File: config.mk
export PLATFORM = sky130hd
export DESIGN_NAME = uart_sipo_rx_flat
export DESIGN_NICKNAME = d
export VERILOG_FILES = /design/src/rtl/uart_sipo_rx_if.sv /design/src/rtl/uart_sipo_rx.sv /design/src/flat_wrapper.sv
export SDC_FILE = /design/constraint.sdc
export NUM_CORES = 1
export LEC_CHECK = 0
export CORE_MARGIN = 2
export CORE_UTILIZATION = 50
export CTS_CLUSTER_DIAMETER = 150
export DETAILED_ROUTE_END_ITERATION = 7
export GPL_TIMING_DRIVEN = 0
export PLACE_DENSITY_LB_ADDON = 0.3
export SLEW_MARGIN = 20
export SYNTH_ARGS = -nofsm -noshare
export SYNTH_HDL_FRONTEND = slang
export SYNTH_SLANG_ARGS = --single-unit
File: constraint.sdc
create_clock -name i_baud_clk -period 5.35 [get_ports i_baud_clk]
set_clock_uncertainty 0.05 [all_clocks]
set_input_delay 1.07 -clock i_baud_clk [delete_from_list [all_inputs] [get_ports i_baud_clk]]
set_output_delay 1.07 -clock i_baud_clk [all_outputs]
set_load 0.1 [all_outputs]
File: src/rtl/uart_sipo_rx_if.sv
// uart_sipo_rx_if: parallel-side bundle of the UART receiver.
//   data_out      - last committed byte
//   data_valid    - high from frame commit until rd_ack
//   parity_error  - parity status of the last committed frame
//   framing_error - stop bit sampled low in the last committed frame
//   overrun_error - sticky, a frame committed while data_valid was still high
//   rd_ack        - consumer acknowledge, clears data_valid
// Modports: master = receiver side, slave = consumer side.
interface uart_sipo_rx_if #(
    parameter int unsigned DATA_W = 8
);
    logic [DATA_W-1:0] data_out;
    logic              data_valid;
    logic              parity_error;
    logic              framing_error;
    logic              overrun_error;
    logic              rd_ack;

    modport master (
        output data_out, data_valid, parity_error, framing_error, overrun_error,
        input  rd_ack
    );

    modport slave (
        input  data_out, data_valid, parity_error, framing_error, overrun_error,
        output rd_ack
    );
endinterface

File: src/rtl/uart_sipo_rx.sv
// uart_sipo_rx: oversampling UART receiver (start, DATA_W bits LSB first, parity, stop).
// Ports:
//   i_baud_clk    - oversampling clock, all logic on posedge
//   i_reset       - synchronous active-high reset
//   i_data_rx     - asynchronous serial line, idle high
//   i_parity_type - 0 even, 1 odd; captured at the parity-bit sample point
//   o_active_flag - high while a frame is being received
//   o_done_flag   - inverse of o_active_flag
//   rx_if         - parallel result and valid/ack handshake (master modport)
// Optional build macro RX_MAJORITY_VOTE_EN: every bit is decided by a 2-of-3 vote around
// its sample point (needs OVERSAMPLE >= 8); decisions land one cycle later.
module uart_sipo_rx #(
    parameter int unsigned OVERSAMPLE = 16,
    parameter int unsigned DATA_W     = 8
) (
    input  logic           i_baud_clk,
    input  logic           i_reset,
    input  logic           i_data_rx,
    input  logic           i_parity_type,
    output logic           o_active_flag,
    output logic           o_done_flag,
    uart_sipo_rx_if.master rx_if
);
    localparam int unsigned TW = $clog2(OVERSAMPLE);
    localparam int unsigned IW = (DATA_W > 1) ? $clog2(DATA_W) : 1;

    localparam logic [2:0] StIdle   = 3'd0;
    localparam logic [2:0] StStart  = 3'd1;
    localparam logic [2:0] StData   = 3'd2;
    localparam logic [2:0] StParity = 3'd3;
    localparam logic [2:0] StStop   = 3'd4;

    localparam logic [TW-1:0] TickLast = TW'(OVERSAMPLE - 1);
    localparam logic [IW-1:0] IdxLast  = IW'(DATA_W - 1);
`ifdef RX_MAJORITY_VOTE_EN
    // Start is voted one tick late; DATA starts at tick 1 so later sample points keep
    // their nominal position while each decision trails it by one cycle.
    localparam logic [TW-1:0] TickStart = TW'(OVERSAMPLE / 2);
    localparam logic [TW-1:0] TickFirst = TW'(1);
`else
    localparam logic [TW-1:0] TickStart = TW'(OVERSAMPLE / 2 - 1);
    localparam logic [TW-1:0] TickFirst = '0;
`endif

    logic              r_sync1, r_sync2;
    logic [2:0]        r_state;
    logic [TW-1:0]     r_tick;
    logic [IW-1:0]     r_bit_idx;
    logic              r_armed;
    logic [DATA_W-1:0] r_shift;
    logic              r_par_s, r_par_type;
    logic [DATA_W-1:0] r_data_out;
    logic              r_valid, r_perr, r_ferr, r_ovr;

    logic [2:0]        w_state_nxt;
    logic [TW-1:0]     w_tick_nxt;
    logic [IW-1:0]     w_idx_nxt;
    logic              w_armed_nxt;
    logic [DATA_W-1:0] w_shift_nxt;
    logic              w_par_s_nxt, w_par_type_nxt;
    logic [DATA_W-1:0] w_data_out_nxt;
    logic              w_valid_nxt, w_perr_nxt, w_ferr_nxt, w_ovr_nxt;

    logic              w_rx_s, w_samp_pt, w_in_bit;
    logic              w_start_bit, w_dec_vld, w_dec_bit, w_commit, w_stop_bad;
    logic [2:0]        w_dec_st;
    logic [IW-1:0]     w_dec_idx;

    assign w_rx_s    = r_sync2;
    assign w_samp_pt = (r_tick == TickLast);
    assign w_in_bit  = (r_state == StData) || (r_state == StParity) || (r_state == StStop);

`ifdef RX_MAJORITY_VOTE_EN
    // r_hist[0] is rx_s one cycle ago, r_hist[1] two cycles ago.
    logic [1:0]    r_hist;
    logic          r_pend;
    logic [2:0]    r_pend_st;
    logic [IW-1:0] r_pend_idx;
    logic          w_maj;

    assign w_maj = (r_hist[1] & r_hist[0]) | (r_hist[1] & w_rx_s) | (r_hist[0] & w_rx_s);
    assign w_start_bit = w_maj;
    assign w_dec_vld   = r_pend;
    assign w_dec_st    = r_pend_st;
    assign w_dec_idx   = r_pend_idx;
    assign w_dec_bit   = w_maj;

    always_ff @(posedge i_baud_clk) begin
        if (i_reset) begin
            r_hist     <= 2'b11;
            r_pend     <= 1'b0;
            r_pend_st  <= StIdle;
            r_pend_idx <= '0;
        end else begin
            r_hist     <= {r_hist[0], w_rx_s};
            r_pend     <= w_samp_pt && w_in_bit;
            r_pend_st  <= r_state;
            r_pend_idx <= r_bit_idx;
        end
    end
`else
    assign w_start_bit = w_rx_s;
    assign w_dec_vld   = w_samp_pt && w_in_bit;
    assign w_dec_st    = r_state;
    assign w_dec_idx   = r_bit_idx;
    assign w_dec_bit   = w_rx_s;
`endif

    assign w_commit   = w_dec_vld && (w_dec_st == StStop);
    // A low stop bit must disarm start detection even if IDLE is already watching the line.
    assign w_stop_bad = w_commit && !w_dec_bit;

    always_comb begin
        w_state_nxt    = r_state;
        w_tick_nxt     = (r_state == StIdle) ? '0 : r_tick + TW'(1);
        w_idx_nxt      = r_bit_idx;
        w_armed_nxt    = r_armed;
        w_shift_nxt    = r_shift;
        w_par_s_nxt    = r_par_s;
        w_par_type_nxt = r_par_type;

        case (r_state)
            StIdle: begin
                if (w_rx_s) w_armed_nxt = 1'b1;
                if (r_armed && !w_rx_s && !w_stop_bad) begin
                    w_state_nxt = StStart;
                    w_tick_nxt  = '0;
                end
            end
            StStart: begin
                if (r_tick == TickStart) begin
                    if (!w_start_bit) begin
                        w_state_nxt = StData;
                        w_tick_nxt  = TickFirst;
                        w_idx_nxt   = '0;
                    end else begin
                        w_state_nxt = StIdle;
                        w_tick_nxt  = '0;
                    end
                end
            end
            StData: begin
                if (w_samp_pt) begin
                    w_tick_nxt = '0;
                    if (r_bit_idx == IdxLast) w_state_nxt = StParity;
                    else                      w_idx_nxt   = r_bit_idx + IW'(1);
                end
            end
            StParity: begin
                if (w_samp_pt) begin
                    w_state_nxt    = StStop;
                    w_tick_nxt     = '0;
                    w_par_type_nxt = i_parity_type;
                end
            end
            StStop: begin
                // Leave at mid-stop so a back-to-back start edge is not missed.
                if (w_samp_pt) begin
                    w_state_nxt = StIdle;
                    w_tick_nxt  = '0;
                end
            end
            default: begin
                w_state_nxt = StIdle;
                w_tick_nxt  = '0;
            end
        endcase

        if (w_dec_vld) begin
            case (w_dec_st)
                StData:   w_shift_nxt[w_dec_idx] = w_dec_bit;
                StParity: w_par_s_nxt = w_dec_bit;
                StStop:   if (!w_dec_bit) w_armed_nxt = 1'b0;
                default:  ;
            endcase
        end
    end

    always_comb begin
        w_data_out_nxt = r_data_out;
        w_valid_nxt    = r_valid;
        w_perr_nxt     = r_perr;
        w_ferr_nxt     = r_ferr;
        w_ovr_nxt      = r_ovr;
        if (w_commit) begin
            w_data_out_nxt = r_shift;
            w_perr_nxt     = (^r_shift) ^ r_par_s ^ r_par_type;
            w_ferr_nxt     = ~w_dec_bit;
            w_valid_nxt    = 1'b1;
            // Commit beats a same-cycle ack: the new byte stays valid, no overrun.
            if (r_valid && !rx_if.rd_ack) w_ovr_nxt = 1'b1;
            else if (rx_if.rd_ack)        w_ovr_nxt = 1'b0;
        end else if (rx_if.rd_ack) begin
            w_valid_nxt = 1'b0;
            w_ovr_nxt   = 1'b0;
        end
    end

    always_ff @(posedge i_baud_clk) begin
        if (i_reset) begin
            r_sync1    <= 1'b1;
            r_sync2    <= 1'b1;
            r_state    <= StIdle;
            r_tick     <= '0;
            r_bit_idx  <= '0;
            r_armed    <= 1'b1;
            r_shift    <= '0;
            r_par_s    <= 1'b0;
            r_par_type <= 1'b0;
            r_data_out <= '0;
            r_valid    <= 1'b0;
            r_perr     <= 1'b0;
            r_ferr     <= 1'b0;
            r_ovr      <= 1'b0;
        end else begin
            r_sync1    <= i_data_rx;
            r_sync2    <= r_sync1;
            r_state    <= w_state_nxt;
            r_tick     <= w_tick_nxt;
            r_bit_idx  <= w_idx_nxt;
            r_armed    <= w_armed_nxt;
            r_shift    <= w_shift_nxt;
            r_par_s    <= w_par_s_nxt;
            r_par_type <= w_par_type_nxt;
            r_data_out <= w_data_out_nxt;
            r_valid    <= w_valid_nxt;
            r_perr     <= w_perr_nxt;
            r_ferr     <= w_ferr_nxt;
            r_ovr      <= w_ovr_nxt;
        end
    end

    assign o_active_flag       = (r_state != StIdle);
    assign o_done_flag         = ~o_active_flag;
    assign rx_if.data_out      = r_data_out;
    assign rx_if.data_valid    = r_valid;
    assign rx_if.parity_error  = r_perr;
    assign rx_if.framing_error = r_ferr;
    assign rx_if.overrun_error = r_ovr;
endmodule

File: src/flat_wrapper.sv
// flat-port wrapper written by rule: the top's interface ports become plain ports
module uart_sipo_rx_flat 
#(
    parameter int unsigned OVERSAMPLE = 16,
    parameter int unsigned DATA_W     = 8
)
  (i_baud_clk, i_reset, i_data_rx, i_parity_type, o_active_flag, o_done_flag, rx_if_data_out, rx_if_data_valid, rx_if_parity_error, rx_if_framing_error, rx_if_overrun_error, rx_if_rd_ack);
  uart_sipo_rx_if #(.DATA_W(DATA_W)) rx_if_i ();
  input  logic i_baud_clk;
  input  logic i_reset;
  input  logic i_data_rx;
  input  logic i_parity_type;
  output logic o_active_flag;
  output logic o_done_flag;
  output wire logic [$bits(rx_if_i.data_out)-1:0] rx_if_data_out;
  output wire logic [$bits(rx_if_i.data_valid)-1:0] rx_if_data_valid;
  output wire logic [$bits(rx_if_i.parity_error)-1:0] rx_if_parity_error;
  output wire logic [$bits(rx_if_i.framing_error)-1:0] rx_if_framing_error;
  output wire logic [$bits(rx_if_i.overrun_error)-1:0] rx_if_overrun_error;
  input wire logic [$bits(rx_if_i.rd_ack)-1:0] rx_if_rd_ack;
  assign rx_if_data_out = rx_if_i.data_out;
  assign rx_if_data_valid = rx_if_i.data_valid;
  assign rx_if_parity_error = rx_if_i.parity_error;
  assign rx_if_framing_error = rx_if_i.framing_error;
  assign rx_if_overrun_error = rx_if_i.overrun_error;
  assign rx_if_i.rd_ack = rx_if_rd_ack;
  uart_sipo_rx #(.OVERSAMPLE(OVERSAMPLE), .DATA_W(DATA_W)) u_core (.i_baud_clk(i_baud_clk), .i_reset(i_reset), .i_data_rx(i_data_rx), .i_parity_type(i_parity_type), .o_active_flag(o_active_flag), .o_done_flag(o_done_flag), .rx_if(rx_if_i));
endmodule
# Yosys cells after proc, flatten, opt, wreduce, memory -nomap -nowiden

Cells that the tools add are included.

Logic and storage cells: 91
Flip-flop bits (word level): 35
Bits of input ports: 5

Eq/ne operators: 15
Multiplexer cells: 31
Order comparisons: 2
Reduce and logical (&&, ||, !) cells: 23
Bitwise operators: 4
$add $sub $neg: 2

Operators by type and width:

| kind                                                                  | count |
|---|---|
| 3-bit 2-to-1 mux                                                      | 10 |
| 4-bit 2-to-1 mux                                                      | 4 |
| 3-bit one-hot mux with 5 select lines                                 | 1 |
| 4-bit one-hot mux with 3 select lines                                 | 1 |
| 1-bit 2-to-1 mux                                                      | 11 |
| 8-bit bitwise mux                                                     | 1 |
| 2-bit by 1-bit != test with 1-bit output (second input constant)      | 4 |
| 2-bit != test (second input constant)                                 | 4 |
| 8-bit XOR reduction                                                   | 1 |
| 1-bit logical AND                                                     | 7 |
| 3-bit by 2-bit == test with 1-bit output (second input constant)      | 2 |
| 3-bit == test (second input constant)                                 | 2 |
| 3-bit one-hot mux with 2 select lines                                 | 1 |
| 2-bit AND reduction                                                   | 3 |
| 6-bit AND reduction                                                   | 1 |
| 5-bit AND reduction                                                   | 1 |
| 4-bit by 1-bit adder with 4-bit output (second input constant)        | 1 |
| 4-bit by 3-bit == test with 1-bit output (second input constant)      | 1 |
| 4-bit == test (second input constant)                                 | 1 |
| 3-bit by 4-bit < comparator with 1-bit output (second input constant) | 1 |
| 2-bit nonzero test                                                    | 2 |
| 3-bit by 1-bit adder with 3-bit output (second input constant)        | 1 |
| 1-bit demux with 3-bit select                                         | 1 |
| 3-bit by 1-bit == test with 1-bit output (second input constant)      | 1 |
| other kinds (9)                                                       | 14 |

# Longest topological paths before layout

Gate-level depths: netlist of run 1.

Depth after elaboration: 10
Mapped depth: 6
Gate-level depth less buffers: 6

# Worst setup path before layout of run 1

Ideal clock, no wire load.

Path kind: register -> output
From: register u_core.r_state[0]
To: output port o_done_flag
Required time: 4.230 ns
Slack: 1.945 ns
Cell stages (with the launch flop): 4
Arrival: 2.285 ns
Cells stage by stage: dfxtp_1 buf_2 or3_1 clkinv_1

Word-level cells in the longest chain between the ends: 2

Ends and longest elaborated chain:

| item                     | RTL line            | RTL |
|---|---|---|
| start: declaration       | uart_sipo_rx.sv:46  | `logic [2:0] r_state;` |
| start signal: assignment | uart_sipo_rx.sv:203 | `r_state <= StIdle;` |
| start signal: assignment | uart_sipo_rx.sv:218 | `r_state <= w_state_nxt;` |
| 3-bit nonzero test       | uart_sipo_rx.sv:233 | `assign o_active_flag = (r_state != StIdle);` |
| via o_active_flag        | flat_wrapper.sv:13  | `output logic o_active_flag;` |
| 1-bit NOT                | uart_sipo_rx.sv:234 | `assign o_done_flag = ~o_active_flag;` |
| end: declaration         | flat_wrapper.sv:14  | `output logic o_done_flag;` |

The timed path passes the listed nets, and every way through them passes these cells.

# Worst setup path after layout of run 1

From: register u_core.r_state[0]
To: output port o_done_flag

Word-level cells in the longest chain between the ends: 2

Ends and longest elaborated chain:

| item               | RTL line |
|---|---|
| 3-bit nonzero test | uart_sipo_rx.sv:233 |
| 1-bit NOT          | uart_sipo_rx.sv:234 |

No other way between the ends.

==> metrics.md, run 1 <==
| Metric | Value |
|---|---|
| Outcome | `finished clean` |
| Standard cell with the maximum stage delay on the critical path | `sky130_fd_sc_hd__clkdlybuf4s50_1` |
| Initial antenna violation count | `0` |
| Wire length per cell | `approximately 14 um` |
| Layout fillers | `286` |
| Worst slew margin | `0.3460` |
| Synthesized area per cell | `a little over 9 um2` |
| Setup repair after global routing missed its margin | `no` |
| Global-route usage over all layers | `0.2016` |
| Syn Std Cell Area | `1667 um2` |
| Worst hold slack | `379.7 ps` |
| Total of buffers placed on input and output ports | `18` |
| Most area-consuming cells after synthesis | `sky130_fd_sc_hd__dfxtp_1 42%, sky130_fd_sc_hd__mux2i_1 7.2%, sky130_fd_sc_hd__a21oi_1 4.8%` |
| I/O pin total | `19` |
| Buffers inserted by post-CTS timing repair | `0` |
| Most common library cell in the layout ignoring fill and taps | `sky130_fd_sc_hd__dfxtp_1` |
| Die outline area | `3811 um2` |
| Setup slack of the worst register-to-register path | `3370 ps` |
| Via count of the routed design | `~1400` |
| Critical path data required time | `4230 ps` |
| Number of buffers created by CTS | `5` |
| Final period util | `0.6900` |
| Vias per Instance | `approximately 5.5` |
| Initial cell density of the core | `0.5371` |
| Total power consumption of the routed design | `585.7 uW` |
| Final number of setup-violating endpoints | `0` |
| Number of violations reported at the end of detailed-routing iteration 0 | `64` |
| Number of hold-slack violations in the final timing report | `0` |
| Leading register cell type out of synthesis | `sky130_fd_sc_hd__dfxtp_1` |
| FP Rows | `20` |
| Largest area contributor in the netlist | `sky130_fd_sc_hd__dfxtp_1` |
| Highest ir drop seen on vdd | `0.1716 mV` |
| Cell count after synthesis | `181` |
| Sink Count | `35` |
| Most frequent cells in the layout | `35 x sky130_fd_sc_hd__dfxtp_1, 20 x sky130_fd_sc_hd__nor2_1, 19 x sky130_fd_sc_hd__nand2_1` |
| Launching element type of the critical path | `register` |
| P_leak | `0.7315 nW` |
| Worst Reg2Reg Path Length in Cells | `6` |
| Crit path largest cell delay | `between 1000 and 1500 ps` |
| Antenna viol nets, final | `0` |
| Die outline width | `61.74 um` |
| Post-synth net total | `around 190` |
| Count of different cell masters after synthesis | `47` |
| Number of synthesized flops with an enable pin | `0` |
| Number of hold buffers added after CTS | `0` |
| Syn-to-layout area delta | `19.29%` |
| Largest fanout on the critical path | `10` |
| Final core utilization | `0.6407` |
| Detailed Place HPWL | `2568 um` |
| Post-cts sizing count | `0` |
| Cell-by-cell listing of the critical path | `buf_2 -> or3_1 -> clkinv_1 -> clkdlybuf4s50_1` |
| Total area of multi-input combinational cells | `between 900 and 1000 um2` |
| Clock root buffer | `sky130_fd_sc_hd__clkbuf_4` |
| Worst hold path cell count | `1` |
| Residual DRC | `0` |
| Kind of path behind the tightest hold check | `register to register` |
| WP data arrival | `2570 ps` |
| Routed wire length | `3428 um` |
| Number of iterations in the first detailed-routing pass | `4` |
| Pin count of the biggest net entering global routing | `12` |
| Share of Yosys cell area claimed by the top area cell type | `0.4204` |
| Max Slew Vio Count | `0` |
| Via count of the first global-routing pass | `1217` |
| Final TNS setup | `0 ps` |
| Minimum clock period | `3691 ps` |
| Clock slew at reported path FFs | `~110 ps` |
| H-tree levels | `2` |
| Path type of the worst setup path | `register to primary output` |
| Share of synthesized area occupied by flip-flops and latches | `0.4204` |
| Power density of the placed cells | `294.6 nW/um2` |
| Clock tree from TritonCTS | `done` |
| MaxCap Viol Count | `0` |
| Antenna diodes | `0` |
| Register area | `700.7 um2` |
| Buffer depth of the longest clock path | `2` |
| Async set-reset flop share out of synthesis | `0` |
| Net total in the final layout | `214` |
| Global-route wire length before repair | `5430 um` |
| Fraction of layout instances using a drive strength above 1 | `0.1159` |
| #FFs+latches synth | `35` |
| Floorplan Core Area | `3103 um2` |
| Overflow left after global routing | `0` |
| Final estimated routing congestion in global placement | `0.8219` |
| Max frequency | `approximately 0.27 GHz` |
| Vertical die dimension | `61.74 um` |
| Clock latency of the later-clocked register in the worst-skew pair | `350 ps` |
| Category of the worst setup path capture point | `primary output` |
| Worst slew pin tran | `978.0 ps` |
| Synthesis warning total | `0` |
per-layer routing:
metal | GRT usage | vias up | part of all wire
li1 | - | 683 | -
met1 | 0.2516 | 659 | 0.45
met5 | 0 | - | 0
met4 | 0.09422 | 0 | 0.025
met3 | 0.06832 | 10 | 0.047
met2 | 0.3143 | 33 | 0.47
worst paths after layout:
check | start | endpoint
worst min-delay path | u_core.r_sync1 | u_core.r_sync2
worst max-delay path | u_core.r_state[0] | o_done_flag
worst min register to register | u_core.r_sync1 | u_core.r_sync2
worst max register to register | u_core.r_bit_idx[1] | u_core.r_bit_idx[0]
state kept, by name, indices dropped and copies added, names as in the netlist:
register and flops:
u_core.r_par_type 1, u_core.r_state 3, u_core.rx_if.overrun_error 1, u_core.r_bit_idx 3
u_core.rx_if.framing_error 1, u_core.r_sync1 1, u_core.rx_if.data_valid 1, u_core.r_armed 1
u_core.r_tick 4, u_core.rx_if.data_out 8, u_core.rx_if.parity_error 1, u_core.r_sync2 1
u_core.r_shift 8, u_core.r_par_s 1
cell usage after synthesis, types with 3 or more instances:
| library cell | n |
|---|---|
| sky130_fd_sc_hd__a21oi_1 | 16 |
| sky130_fd_sc_hd__buf_2 | 6 |
| sky130_fd_sc_hd__clkbuf_1 | 3 |
| sky130_fd_sc_hd__dfxtp_1 | 35 |
| sky130_fd_sc_hd__ha_1 | 3 |
| sky130_fd_sc_hd__mux2i_1 | 12 |
| sky130_fd_sc_hd__nand2_1 | 19 |
| sky130_fd_sc_hd__nand2b_1 | 5 |
| sky130_fd_sc_hd__nand3_1 | 4 |
| sky130_fd_sc_hd__nand4_1 | 5 |
| sky130_fd_sc_hd__nor2_1 | 20 |
| sky130_fd_sc_hd__o21ai_0 | 5 |
| sky130_fd_sc_hd__xnor2_1 | 7 |
logic make-up after synthesis:
family          synth area share
simple gates              0.2703
flops                     0.4204
compound gates            0.1179
buf+inv                  0.03604
mux                      0.07207
xor+xnor                 0.06081
fa+ha+maj                0.02252
layout make-up:
type	instances	area share
plain buffers	10	0.02454
clock buffers	6	0.02580
clock inverters	2	0.01762
inverters	3	0.005664
multi-input cells	133	0.4556
flip-flops and latches	35	0.3524
well taps	44	0.02769
repair buffers	18	0.09062
critical path: cells and delay by family (launching register included):
| kind | cells | cell delay (ps) |
|---|---|---|
| and+or+nand+nor | 1 | 420 |
| DFF | 1 | 400 |
| buffers and inverters | 3 | 1400 |
per-stage QoR:
stage	std cells	setup WS (ps)	instance area, um2
2_1_floorplan	181	1945	1667
4_1_cts	251	1657	1988
3_5_place_dp	243	2053	1902
6_report	251	1659	1988
5_1_grt	251	1570	1988
3_3_place_gp	243	2071	1902
report_power, final:
part           switching [mW]  internal (mW)  total, mW  leakage, nW
clock network          0.0909          0.110      0.201       0.0482
registers             0.00738          0.265      0.272        0.282
logic                  0.0781         0.0339      0.112        0.401
Power figures use the tool's default switching activity.
==> run 2, diff against run 1 <==
==> constraint.sdc (replaced) <==
create_clock -name i_baud_clk -period 3.4 [get_ports i_baud_clk]
set_clock_uncertainty 0.05 [all_clocks]
set_input_delay 0.68 -clock i_baud_clk [delete_from_list [all_inputs] [get_ports i_baud_clk]]
set_output_delay 0.68 -clock i_baud_clk [all_outputs]
set_load 0.1 [all_outputs]
==> results of run 2 <==
The final DEF is identical to that of run 1. Status: finished clean.
Among the figures that moved: setup slack after placement 2053 ps -> 493.1 ps; setup slack after layout 1659 ps -> 98.67 ps; register-to-register setup slack 3370 ps -> 1420 ps; total power 0.5857 mW -> 0.9216 mW; worst IR drop on VDD 0.1716 mV -> 0.2700 mV
==> run 3, diff against run 2 <==
--- a/config.mk
+++ b/config.mk
@@ -5,7 +5,6 @@
 export SDC_FILE = /design/constraint.sdc
 export NUM_CORES = 1
 export LEC_CHECK = 0
-export CORE_MARGIN = 2
 export CORE_UTILIZATION = 50
 export CTS_CLUSTER_DIAMETER = 150
 export DETAILED_ROUTE_END_ITERATION = 7
==> metrics.md, run 3 (synthesized netlist as in run 1, its figures left out) <==
| Metric | Value |
|---|---|
| Global-route wire length before repair | `5802 um (was 5430 um)` |
| Most frequent cells in the layout | `35 x sky130_fd_sc_hd__dfxtp_1, 20 x sky130_fd_sc_hd__nor2_1, 19 x sky130_fd_sc_hd__nand2_1 (unchanged)` |
| Die outline area | `3568 um2 (was 3811 um2)` |
| Via count of the first global-routing pass | `1303 (was 1217)` |
| Standard cell with the maximum stage delay on the critical path | `sky130_fd_sc_hd__clkdlybuf4s50_1 (unchanged)` |
| Kind of cell adding the most delay to the critical path | `buffers and inverters (unchanged)` |
| Outcome | `finished clean (unchanged)` |
| Clock tree from TritonCTS | `done (unchanged)` |
| Start of the worst register-to-register path | `u_core.r_bit_idx[1] (unchanged)` |
| Wire length per cell | `13.61 um (was 13.66 um)` |
| Total of buffers placed on input and output ports | `18 (unchanged)` |
| Initial cell density of the core | `0.5371 (unchanged)` |
| Worst Path Buf+Inv | `3 (unchanged)` |
| Detailed Place HPWL | `2542 um (was 2568 um)` |
| Power density of the placed cells | `457.1 nW/um2 (was 463.5 nW/um2)` |
| Overflow left after global routing | `0 (unchanged)` |
| Path type of the worst setup path | `register to primary output (unchanged)` |
| Launch point of the worst hold path | `u_core.r_sync1 (unchanged)` |
| Clock root buffer | `sky130_fd_sc_hd__clkbuf_4 (unchanged)` |
| Setup repair after global routing missed its margin | `no (unchanged)` |
| Worst Reg2Reg Path Length in Cells | `6 (unchanged)` |
| Capture point of the worst reg-to-reg path | `u_core.r_bit_idx[0] (unchanged)` |
| Sink Count | `35 (unchanged)` |
| Net total in the final layout | `214 (unchanged)` |
| Pin count of the biggest net entering global routing | `13 (was 12)` |
| FP Rows | `20 (unchanged)` |
| Critical path data required time | `2670 ps (about the same)` |
| Via count of the routed design | `1364 (was 1385)` |
| Residual DRC | `0 (unchanged)` |
| Die outline width | `59.74 um (was 61.74 um)` |
| Final number of setup-violating endpoints | `0 (unchanged)` |
| Worst hold path cell count | `1 (unchanged)` |
| Final period util | `0.9661 (was 0.9710)` |
| Fraction of power consumed by the clock network | `0.332 (was 0.344)` |
| Kind of path behind the tightest hold check | `register to register (unchanged)` |
| WP data arrival | `2550 ps (was 2570 ps)` |
| Vias per Instance | `5.434 (was 5.518)` |
| Highest ir drop seen on vdd | `0.3723 mV (was 0.2700 mV)` |
| Most common library cell in the layout ignoring fill and taps | `sky130_fd_sc_hd__dfxtp_1 (unchanged)` |
| Fraction of layout instances using a drive strength above 1 | `0.1159 (unchanged)` |
| Floorplan Core Area | `3103 um2 (unchanged)` |
| Internal power | `625.1 uW (was 644.0 uW)` |
| Switching share of power | `0.3104 (was 0.3012)` |
| Number of violations reported at the end of detailed-routing iteration 0 | `62 (was 64)` |
| Worst slew margin | `0.3498 (was 0.3460)` |
| Clock slew at reported path FFs | `110 ps (about the same)` |
| Worst slew pin tran | `972.2 ps (was 978.0 ps)` |
| Antenna diodes | `0 (unchanged)` |
| H-tree levels | `2 (unchanged)` |
| Setup slack of the worst register-to-register path | `1420 ps (about the same)` |
| Layout fillers | `286 (unchanged)` |
| Max Slew Vio Count | `0 (unchanged)` |
| Routed wire length | `3415 um (was 3428 um)` |
| Buffer depth of the longest clock path | `2 (unchanged)` |
| Clock latency of the later-clocked register in the worst-skew pair | `340 ps (was 350 ps)` |
| Post-cts sizing count | `0 (unchanged)` |
| I/O pin total | `19 (unchanged)` |
| Max frequency | `0.3044 GHz (was 0.3029 GHz)` |
| Antenna viol nets, final | `0 (unchanged)` |
| P_leak | `0.7284 nW (was 0.7315 nW)` |
| Final TNS setup | `0 ps (unchanged)` |
| Relative contribution of combinational cells to total power | `0.196 (was 0.191)` |
| Buffers inserted by post-CTS timing repair | `0 (unchanged)` |
| Number of iterations in the first detailed-routing pass | `4 (unchanged)` |
| Worst min-delay path endpoint | `u_core.r_sync2 (unchanged)` |
| Number of buffers created by CTS | `5 (unchanged)` |
| Final estimated routing congestion in global placement | `0.8172 (was 0.8219)` |
| Total power consumption of the routed design | `906.5 uW (was 921.6 uW)` |
| Vertical die dimension | `59.74 um (was 61.74 um)` |
| Minimum clock period | `3285 ps (was 3301 ps)` |
| Crit path largest cell delay | `1120 ps (about the same)` |
| Category of the worst setup path capture point | `primary output (unchanged)` |
| Number of hold-slack violations in the final timing report | `0 (unchanged)` |
| Initial antenna violation count | `0 (unchanged)` |
| MaxCap Viol Count | `0 (unchanged)` |
| Final core utilization | `0.6391 (was 0.6407)` |
| Worst hold slack | `385.7 ps (was 379.7 ps)` |
| Switching power summed over all nets | `281.3 uW (was 277.6 uW)` |
| Launching element type of the critical path | `register (unchanged)` |
| Syn-to-layout area delta | `18.99% (was 19.29%)` |
| Number of hold buffers added after CTS | `0 (unchanged)` |
| Cell-by-cell listing of the critical path | `buf_2 -> or3_1 -> clkinv_1 -> clkdlybuf4s50_1 (unchanged)` |
| Largest fanout on the critical path | `10 (unchanged)` |
| Global-route usage over all layers | `0.2215 (was 0.2016)` |
| Proportion of power drawn by flip-flops and latches | `0.472 (was 0.465)` |
run 3: worst max path at each step:
stage,startpoint,endpoint,slack (ps),depth (start not counted)
5_1_grt,u_core.r_state[0],o_done_flag,20,4
2_1_floorplan,u_core.r_state[0],o_done_flag,390,3
6_report,u_core.r_state[0],o_done_flag,120,4
3_3_place_gp,u_core.r_state[0],o_done_flag,510,4
3_5_place_dp,u_core.r_state[0],o_done_flag,500,4
4_1_cts,u_core.r_state[0],o_done_flag,120,4
run 3: area by class of cell:
| class | instances | area (um2) | share of cell area |
|---|---|---|---|
| clock buffers | 5 | 37.54 | 0.01893 |
| well taps | 44 | 55.05 | 0.02776 |
| repair buffers | 18 | 180.2 | 0.09085 |
| plain buffers | 10 | 48.80 | 0.02461 |
| flip-flops and latches | 35 | 700.7 | 0.3533 |
| multi-input cells | 133 | 905.9 | 0.4568 |
| clock inverters | 3 | 43.79 | 0.02208 |
| inverters | 3 | 11.26 | 0.005678 |
run 3: stage by stage:
stage | worst slack, ps | area (um2) | cells
global route | 19.87 | 1983 | 251
detailed placement | 497.3 | 1902 | 243
global placement | 510.5 | 1902 | 243
floorplan | 385.4 | 1667 | 181
CTS | 123.5 | 1983 | 251
finish | 115.3 | 1983 | 251
run 3: per-layer routing:
| metal | track usage | wire length [um] |
|---|---|---|
| met4 | 0.08306 | 60 |
| met5 | 0 | 0 |
| met3 | 0.07576 | 135 |
| met1 | 0.2805 | 1602 |
| met2 | 0.3476 | 1616 |
run 3: power by group through the flow:
stage,registers [mW],clock network [mW],logic [mW]
final,0.428,0.301,0.178
after global placement,0.437,0,0.174
after global routing,0.430,0.326,0.187
after CTS,0.428,0.304,0.177
after floorplan,0.433,0,0.140
after detailed placement,0.437,0,0.177
run 3: worst reg2reg max path: stages, from the launching register on:
cell and delay (ps):
sky130_fd_sc_hd__dfxtp_1 430, sky130_fd_sc_hd__ha_1 230, sky130_fd_sc_hd__ha_1 210, sky130_fd_sc_hd__and3b_1 220, sky130_fd_sc_hd__a2111o_1 420, sky130_fd_sc_hd__o21ai_0 190
sky130_fd_sc_hd__a21oi_1 110
